## config.mk

```make
export PLATFORM = sky130hd
export DESIGN_NAME = stream_demux
export DESIGN_NICKNAME = d
export VERILOG_FILES = /design/src/rtl/stream_demux.sv
export SDC_FILE = /design/constraint.sdc
export NUM_CORES = 1
export LEC_CHECK = 0
export CAP_MARGIN = 10
export CORE_MARGIN = 10
export CORE_UTILIZATION = 43
export DETAILED_ROUTE_END_ITERATION = 10
export GPL_TIMING_DRIVEN = 0
export PLACE_DENSITY = 0.82
export SETUP_SLACK_MARGIN = 0.15
export SYNTH_ARGS = -nofsm -noshare
export SYNTH_HDL_FRONTEND = slang
export SYNTH_SLANG_ARGS = --single-unit
```

## constraint.sdc

```tcl
create_clock -name i_clk -period 1.5 [get_ports i_clk]
set_input_delay 0.3 -clock i_clk [delete_from_list [all_inputs] [get_ports i_clk]]
set_output_delay 0.3 -clock i_clk [all_outputs]
set_load 0.01 [all_outputs]
```

## src/rtl/stream_demux.sv

```systemverilog
// -----------------------------------------------------------------------------
// stream_demux
//
// Registered, flow-controlled demultiplexer. Each input word is routed to one
// of 2**ADDRESS_WIDTH output channels, selected by the address that travels
// with it. Every channel owns a one-entry output slot with its own
// valid/ready handshake. A stalled consumer therefore only blocks words
// addressed to its own channel.
//
// Optional feature macro: DEMUX_BROADCAST_EN
//   When defined, the i_bcast port exists. With i_bcast high, a word is
//   accepted only when every slot is free, and it is then loaded into all
//   slots on the same edge. When undefined, routing is unicast only.
//
// Parameters:
//   ADDRESS_WIDTH - address bits; the channel count is 2**ADDRESS_WIDTH
//   DATA_WIDTH    - bits per word
//
// Ports:
//   i_clk    - clock; all state updates on the rising edge
//   i_rst_n  - asynchronous active-low reset; empties every slot
//   i_valid  - input word present
//   o_ready  - input word accepted when i_valid && o_ready
//   i_add    - destination channel of the input word
//   i_data   - input word
//   i_bcast  - broadcast request (DEMUX_BROADCAST_EN builds only)
//   o_valid  - bit k: channel k holds a word
//   i_ready  - bit k: consumer k takes the word this cycle
//   o_data   - channel k occupies bits [k*DATA_WIDTH +: DATA_WIDTH]
// -----------------------------------------------------------------------------
module stream_demux #(
    parameter int ADDRESS_WIDTH = 2,
    parameter int DATA_WIDTH    = 8
) (
    input  logic                                      i_clk,
    input  logic                                      i_rst_n,
    input  logic                                      i_valid,
    output logic                                      o_ready,
    input  logic [ADDRESS_WIDTH-1:0]                  i_add,
    input  logic [DATA_WIDTH-1:0]                     i_data,
`ifdef DEMUX_BROADCAST_EN
    input  logic                                      i_bcast,
`endif
    output logic [(2**ADDRESS_WIDTH)-1:0]             o_valid,
    input  logic [(2**ADDRESS_WIDTH)-1:0]             i_ready,
    output logic [(2**ADDRESS_WIDTH)*DATA_WIDTH-1:0]  o_data
);

    localparam int NUM_CH = 2**ADDRESS_WIDTH;

    logic [NUM_CH-1:0]     full_q;
    logic [NUM_CH-1:0]     full_d;
    logic [DATA_WIDTH-1:0] data_q [NUM_CH];
    logic [DATA_WIDTH-1:0] data_d [NUM_CH];

    logic [NUM_CH-1:0]     drain_s;
    logic [NUM_CH-1:0]     free_s;
    logic [NUM_CH-1:0]     load_s;
    logic                  ready_s;

    // A slot is free when empty or when its consumer empties it this cycle;
    // the second case gives full throughput through a busy channel.
    always_comb begin
        drain_s = full_q & i_ready;
        free_s  = ~full_q | drain_s;
    end

    // Input readiness depends only on the address, the slot state and the
    // consumer readies, never on i_valid.
    always_comb begin
        ready_s = 1'b0;
`ifdef DEMUX_BROADCAST_EN
        if (i_bcast) begin
            ready_s = &free_s;
        end else begin
            ready_s = free_s[i_add];
        end
`else
        ready_s = free_s[i_add];
`endif
    end

    // Select which slots capture the input word on this edge.
    always_comb begin
        load_s = {NUM_CH{1'b0}};
        if (i_valid && ready_s) begin
`ifdef DEMUX_BROADCAST_EN
            if (i_bcast) begin
                load_s = {NUM_CH{1'b1}};
            end else begin
                load_s[i_add] = 1'b1;
            end
`else
            load_s[i_add] = 1'b1;
`endif
        end else begin
            load_s = {NUM_CH{1'b0}};
        end
    end

    // Slot next state: a load wins over a drain, so a slot that is drained and
    // reloaded in the same cycle stays full with the new word. A drain alone
    // clears the full flag and leaves the stale data in place.
    always_comb begin
        full_d = full_q;
        for (int k = 0; k < NUM_CH; k++) begin
            data_d[k] = data_q[k];
            if (load_s[k]) begin
                full_d[k] = 1'b1;
                data_d[k] = i_data;
            end else if (drain_s[k]) begin
                full_d[k] = 1'b0;
                data_d[k] = data_q[k];
            end else begin
                full_d[k] = full_q[k];
                data_d[k] = data_q[k];
            end
        end
    end

    // Slot registers; reset discards every held word at once.
    always_ff @(posedge i_clk or negedge i_rst_n) begin
        if (!i_rst_n) begin
            full_q <= {NUM_CH{1'b0}};
            for (int k = 0; k < NUM_CH; k++) begin
                data_q[k] <= {DATA_WIDTH{1'b0}};
            end
        end else begin
            full_q <= full_d;
            for (int k = 0; k < NUM_CH; k++) begin
                data_q[k] <= data_d[k];
            end
        end
    end

    assign o_ready = ready_s;
    assign o_valid = full_q;

    for (genvar g = 0; g < NUM_CH; g++) begin : g_out
        assign o_data[g*DATA_WIDTH +: DATA_WIDTH] = data_q[g];
    end

endmodule

```

* Word-level counts from Yosys, hierarchy flattened
Cells that the tools add are included.
Storage, ports and cells: flip-flop bits (word level) 36, bits of input ports 17, output and inout port bits 37, logic and storage cells 32
Operators by class: magnitude comparators 2, muxes and demuxes 13, bitwise gates (word level) 3, reductions and logical operators 6
Operator list (count):
- 2-to-1 mux 1 bit | 10
- nonzero test 2 bit | 4
- bitwise AND 4 bit | 1
- 2-to-1 mux 4 bit | 1
- NOT 4 bit | 1
- bitwise OR 4 bit | 1
- less-than comparator 2 x 3 -> 1 bit, second input constant | 1
- binary-select mux 1 bit (select 2 bit) | 1
- demux 1 bit (select 2 bit) | 1
- >= comparator 2 x 1 -> 1 bit, second input constant | 1
- logical AND 1 bit | 2

* Longest topological paths before layout
Gate-level depths: netlist (run 1).
word-level depth 7, mapped depth 4, gate-level depth less buffers 3

* Worst setup path before layout (run 1)
No wires, ideal clock.
kind reg-to-reg, start point register full_q[2], in the netlist o_valid[2], end point register data_q, in the netlist o_data[16], library setup time 125 ps, arrival 1200 ps, data required time 1375 ps, setup slack 176 ps, cell stages (with the launch flop) 4, buffers on the path 0, period minus slack after synthesis 1324 ps, path through dfrtp_1 > nand2b_1 > nor3b_4 > mux2_2
Between the ends: word-level cells in the longest chain between the ends 6, elaborated cells between the ends (all ways) 7, classes of those cells 3 x mux; 3 x bitwise; 1 x reduce/logical
RTL lines:
- start, declared | RTL line 51 | logic [NUM_CH-1:0] full_q;
- start signal, assigned | RTL line 124 | full_q <= {NUM_CH{1'b0}};
- start signal, assigned | RTL line 129 | full_q <= full_d;
- bitwise AND 4 bit / NOT 4 bit (equally long branches) | RTL line 64, 65
- bitwise OR 4 bit * | RTL line 65 | free_s = ~full_q | drain_s;
- binary-select mux 1 bit (select 2 bit) * | RTL line 79 | ready_s = free_s[i_add];
- 2-to-1 mux 1 bit (implied by the code) * | RTL line 79
- logical AND 1 bit * | RTL line 86 | if (i_valid && ready_s) begin
- 2-to-1 mux 4 bit * | RTL line 86
- end signal, assigned by index | RTL line 126 | data_q[k] <= {DATA_WIDTH{1'b0}};
- end signal, assigned by index | RTL line 131 | data_q[k] <= data_d[k];
- end, declared | RTL line 53 | logic [DATA_WIDTH-1:0] data_q [NUM_CH];
Mark *: on every way between the ends. The rest lies on a longest branch, timed or not. The select of a mux whose other input is x is not followed. A chain may end at the register's enable or synchronous reset.

* Worst setup path after layout (run 1)
start point register full_q[3], in the netlist o_valid[3], end point output port o_ready
Between the ends: word-level cells in the longest chain between the ends 4, elaborated cells between the ends (all ways) 5, classes of those cells 2 x mux; 3 x bitwise
RTL lines:
- bitwise AND 4 bit / NOT 4 bit (equally long branches) | RTL line 64, 65
- bitwise OR 4 bit * | RTL line 65
- binary-select mux 1 bit (select 2 bit) * | RTL line 79
- 2-to-1 mux 1 bit (implied by the code) * | RTL line 79
- end, declared | RTL line 38 | output logic o_ready,
Marked as above.

==> results.toml, run 1 <==
[worst_setup_path]
path_max_fanout = 2
reg2regPathDepth = 6
crit_path_start_kind = "flop"
worstPathRequired_ns = 1.20
path_class = "reg2out"
end_kind = "output port"
cp.arrival_ns = 1.43

[logic_synthesis]
synth_nets = 104
synth_simple_gate_area_share_pct = 6.99
synth_xor_area_share_pct = 0
netlist_instances = 87
syn-cell-area_um2 = 1400
ys_ff_latch = 36
seq_area_frac_synth_pct = 64.5
synth_cell_types = 12
synth_warnings = 0
synth_area_per_cell_um2 = 16.0
synth.area.mux_share_pct = 27.4
synth-compound-area-share_pct = 0.358
yosys.area_share.adder_pct = 0
synth_top_family_by_area = "multiplexers"

[place]
place_hpwl_um = 2590
postPlaceCellArea_um2 = 1980
pre_cts_ws_ns = -0.687
dp_cells = 184
port_buffers = 53
routabilityCongestion = 0.757

[cells_and_area]
multi_input_area_um2 = 647
diodes = 0
fin_nets = 182
final_cell_mix = "36 x dfrtp_1, 25 x mux2_4, 25 x clkdlybuf4s15_1"
fin_cells = 209
ff_latch_area_um2 = 901
n_fill_cell = 201
finalInstanceArea_um2 = 2360
area_delta_synth_final_pct = 69.2
layout_commonest_cell = "dfrtp_1"
drive_gt1_share_pct = 44.2

[clock_network]
cts_hold_buf = 0
cts_tree = "yes"
cts_num_sinks = 36
insertion_delay_ns = 0.34
cts_max_level = 2
numCtsBuffers = 5
ctsLongestPathBuffers = 2
ctsRootBufferMaster = "clkbuf_4"
clkTransAtPathRegs_ns = 0.10

[global_routing]
track_usage_pct = 12.5
grt_max_degree = 37
grt_pass1_wl_um = 5920
grt_antenna_before_repair = 0
grt_pass1_vias = 1124
grt_overflow = 0

[routing]
wl_um = 4080
routed-via-count = 1043
drc = 0
drtIter0Drc = 46
routedWlPerCell_um = 19.5
first_pass_iters = 2
antenna_left = 0
drt-vias-per-instance = 4.99

[floorplan]
row_count = 20
coreArea_um2 = 3080
top_level_ports = 54
fp.dieArea_um2 = 5930
initial_utilization_pct = 45.4
die_y_um = 77.0
die_w_um = 77.0

[timing]
max_slew_margin_pct = 47.0
slew_viol_final = 0
finalCritPeriodShare_pct = 116
min_period_ns = 1.73
rsz0062_at_grt = "yes"
hold_viol_final = 0
finalSetupViolations = 1
fmax_mhz = 577
worst_slew_pin_slew_ns = 0.796
timing.final.ws_setup_ns = -0.234
finClkSkew_ns = 0.00428

[min_path]
min_path_type = "in2async"

[run_status]
violations = "setup timing"
status = "finished, violations left"

[flow_run]
maxCapViolCount = 0

[pwr]
leakagePower_nw = 1.14
ir_worst_vdd_v = 0.000921
power_density_nw_per_um2 = 1160
[layout make-up]
type                       instances  share of cell area [%]
sequential                        36                    38.1
buffer                             2                    1.69
clock buffer                       7                    2.75
timing repair buffer              70                    27.7
multi-input combinational         50                    27.4
tap                               44                    2.33
[per-stage QoR]
stage	total power [mW]	hold WS, ns	util, %	setup TNS (ns)
final	2.75	0.0262	76.7	-0.234
after floorplan	1.56	0.00441	-	0
after detailed placement	2.10	0.425	64.2	-14.47
after global placement	2.07	0.487	64.4	-34.87
after global routing	2.88	0.0718	76.7	-0.268
after CTS	2.60	0.0378	69.2	-0.240
[worst paths after layout]
check	start	end	slack (ns)
worst max-delay path	o_valid[3]	o_ready	-0.23
worst min-delay path	i_rst_n	o_data[16]	0.03
worst max register to register	o_valid[3]	o_data[25]	0.09
worst min register to register	o_data[6]	o_data[6]	0.51
max in group asynchronous	i_rst_n	o_valid[2]	0.97
min in group i_clk	i_ready[2]	o_valid[2]	0.27
[state kept, by name (all words and copies together) (netlist names)]
register	flops
o_data	32
o_valid	4
[timing repair]
action,in CTS,in global routing
cloned,0,1
pin swaps,1,0
endpoints found under the setup margin,69,57
endpoints found under the hold margin,0,0
resized for setup,74,47
setup buffers,5,12
[report_power, final]
| part | total, mW | internal, mW | switching, mW |
|---|---|---|---|
| clock | 0.573 | 0.266 | 0.308 |
| sequential | 1.27 | 1.16 | 0.114 |
| combinational | 0.902 | 0.565 | 0.338 |
[worst max-delay path, stage by stage, from the launching register on]
cell      delay, ns
dfrtp_1        0.42
nand2b_4       0.06
mux4_2         0.47
buf_6          0.14
[cell families after synthesis]
| family | Yosys count |
|---|---|
| flip-flops | 36 |
| AO/OA/AOI/OAI | 1 |
| buffers and inverters | 2 |
| AND/OR/NAND/NOR | 15 |
| multiplexers | 33 |
[synthesized netlist by cell type]
library cell	n	area share, %
nand3b_2	1	0.81
and3_1	1	0.45
mux4_2	1	1.6
nand2b_1	4	1.8
mux2_2	32	26
nand2_1	5	1.3
nor3b_4	1	1.3
o21ai_0	1	0.36
nand3_1	1	0.36
dfrtp_1	36	65
buf_2	2	0.72
nor2b_1	2	0.90
[routing by layer]
metal	share of wire [%]	track usage (%)
met3	7.5	5.83
met4	1.6	4.93
met2	53	22.2
met5	0	0
met1	38	12.4
Power figures use the tool's default switching activity.
==> inputs of run 2 (changes only) <==
--- a/config.mk
+++ b/config.mk
@@ -7,10 +7,11 @@
 export LEC_CHECK = 0
 export CAP_MARGIN = 10
 export CORE_MARGIN = 10
-export CORE_UTILIZATION = 43
+export CORE_UTILIZATION = 25
+export CTS_CLUSTER_DIAMETER = 40
 export DETAILED_ROUTE_END_ITERATION = 10
 export GPL_TIMING_DRIVEN = 0
-export PLACE_DENSITY = 0.82
+export PLACE_DENSITY = 0.54
 export SETUP_SLACK_MARGIN = 0.15
 export SYNTH_ARGS = -nofsm -noshare
 export SYNTH_HDL_FRONTEND = slang
==> results.toml, run 2 (synthesized netlist as in run 1, its figures left out) <==
[run_status]
status = "finished, violations left"
violations = "setup timing"

[global_routing]
grt_pass1_vias = 1074
grt_overflow = 0
grt_max_degree = 37
grt_pass1_wl_um = 5860
track_usage_pct = 8.56
grt_antenna_before_repair = 0

[worst_setup_path]
critPathBufInv = 1
worstPathRequired_ns = 1.20
crit_path_start_kind = "flop"
slowest_stage = "mux4_2"
critical_path.top_delay_family = "multiplexers"
cp_cell_sequence = "nand2b_4, mux4_2, buf_6"
path_class = "reg2out"
end_kind = "output port"
slowest_delay_ns = 0.48
path_max_fanout = 2
cp.arrival_ns = 1.35

[cells_and_area]
n_fill_cell = 525
final_cell_mix = "40 x dlygate4sd2_1, 36 x dfrtp_1, 16 x mux2_4, 16 x mux2_2, 8 x clkdlybuf4s50_1"
area_delta_synth_final_pct = 61.3
finalInstanceArea_um2 = 2250
fin_cells = 225
diodes = 0
layout_commonest_cell = "dlygate4sd2_1"
final_util_pct = 41.2
drive_gt1_share_pct = 39.2
largest_reg_flops = 32
fin_nets = 169

[clock_network]
cts_num_sinks = 36
ctsRootBufferMaster = "clkbuf_8"
cts_tree = "yes"
ctsLongestPathBuffers = 2
insertion_delay_ns = 0.28
cts_max_level = 2
clkTransAtPathRegs_ns = 0.07
numCtsBuffers = 5

[place]
postPlaceCellArea_um2 = 2010
place_hpwl_um = 2780
dp_cells = 212
pre_cts_ws_ns = -0.669
routabilityCongestion = 0.756
port_buffers = 53

[timing]
finalCritPeriodShare_pct = 110
timing.final.ws_setup_ns = -0.146
fin_tns_setup_ns = -0.146
slew_viol_final = 0
worst_slew_pin_slew_ns = 0.806
max_slew_margin_pct = 46.2
whs_ns = 0.105
finClkSkew_ns = 0.00391
hold_viol_final = 0
min_period_ns = 1.65
finalSetupViolations = 1
fmax_mhz = 607
rsz0062_at_grt = "yes"

[routing]
drtIter0Drc = 17
drc = 0
antenna_left = 0
wl_um = 3920
routed-via-count = 952
first_pass_iters = 2
routedWlPerCell_um = 17.4
drt-vias-per-instance = 4.23

[min_path]
min_path_type = "in2async"

[pwr]
power_density_nw_per_um2 = 1260
ir_worst_vdd_v = 0.000439
p_total_mw = 2.84
leakagePower_nw = 1.08

[floorplan]
top_level_ports = 54
fp.dieArea_um2 = 8970
initial_utilization_pct = 25.5
coreArea_um2 = 5470
row_count = 27
die_w_um = 94.7
die_y_um = 94.7

[flow_run]
maxCapViolCount = 0
[run 2: repair_timing]
item                       CTS  global route
hold buffers                 0             0
cloned                       0             0
pin swaps                    1             0
setup endpoints to repair   69            30
resized for setup           62            25
setup buffers                5             0
[run 2: routing by layer]
metal / vias to the layer above / global-route usage (%) / wire (µm) / share of wire, %
li1: 435 / - / - / -
met1: 472 / 9.76 / 1670 / 43
met2: 39 / 14.2 / 1850 / 47
met3: 6 / 3.97 / 363 / 9.3
met4: 0 / 2.24 / 38 / 0.97
met5: - / 0 / 0 / 0
[run 2: final timing paths]
kind | start | end | slack [ns] | cells after the start
worst min register to register | o_data[2] | o_data[2] | 0.50 | 1
min in group i_clk | i_add[0] | o_valid[1] | 0.34 | 3
worst max register to register | o_valid[2] | o_data[16] | 0.18 | 4
worst min-delay path | i_rst_n | o_data[23] | 0.11 | 1
worst max-delay path | o_valid[3] | o_ready | -0.15 | 3
max in group asynchronous | i_rst_n | o_data[22] | 0.89 | 1
[run 2: cell type report]
type / instances / area, µm² / share of cell area (%)
multi-input cells: 49 / 602 / 26.7
plain buffers: 2 / 31.3 / 1.39
clock inverters: 2 / 35.0 / 1.56
flip-flops and latches: 36 / 901 / 40.0
repair buffers: 58 / 520 / 23.1
clock buffers: 6 / 72.6 / 3.22
well taps: 72 / 90.1 / 4.00
[run 2: power by group]
part,internal (mW),switching [mW]
registers,1.16,0.105
logic,0.442,0.313
clock network,0.493,0.326
[run 2: worst reg2reg max path, cell delays in order (launching register included)]
cell and delay [ns]:
dfrtp_1 0.41, nand2b_4 0.08, nor3b_4 0.25, buf_12 0.17, mux2_4 0.31
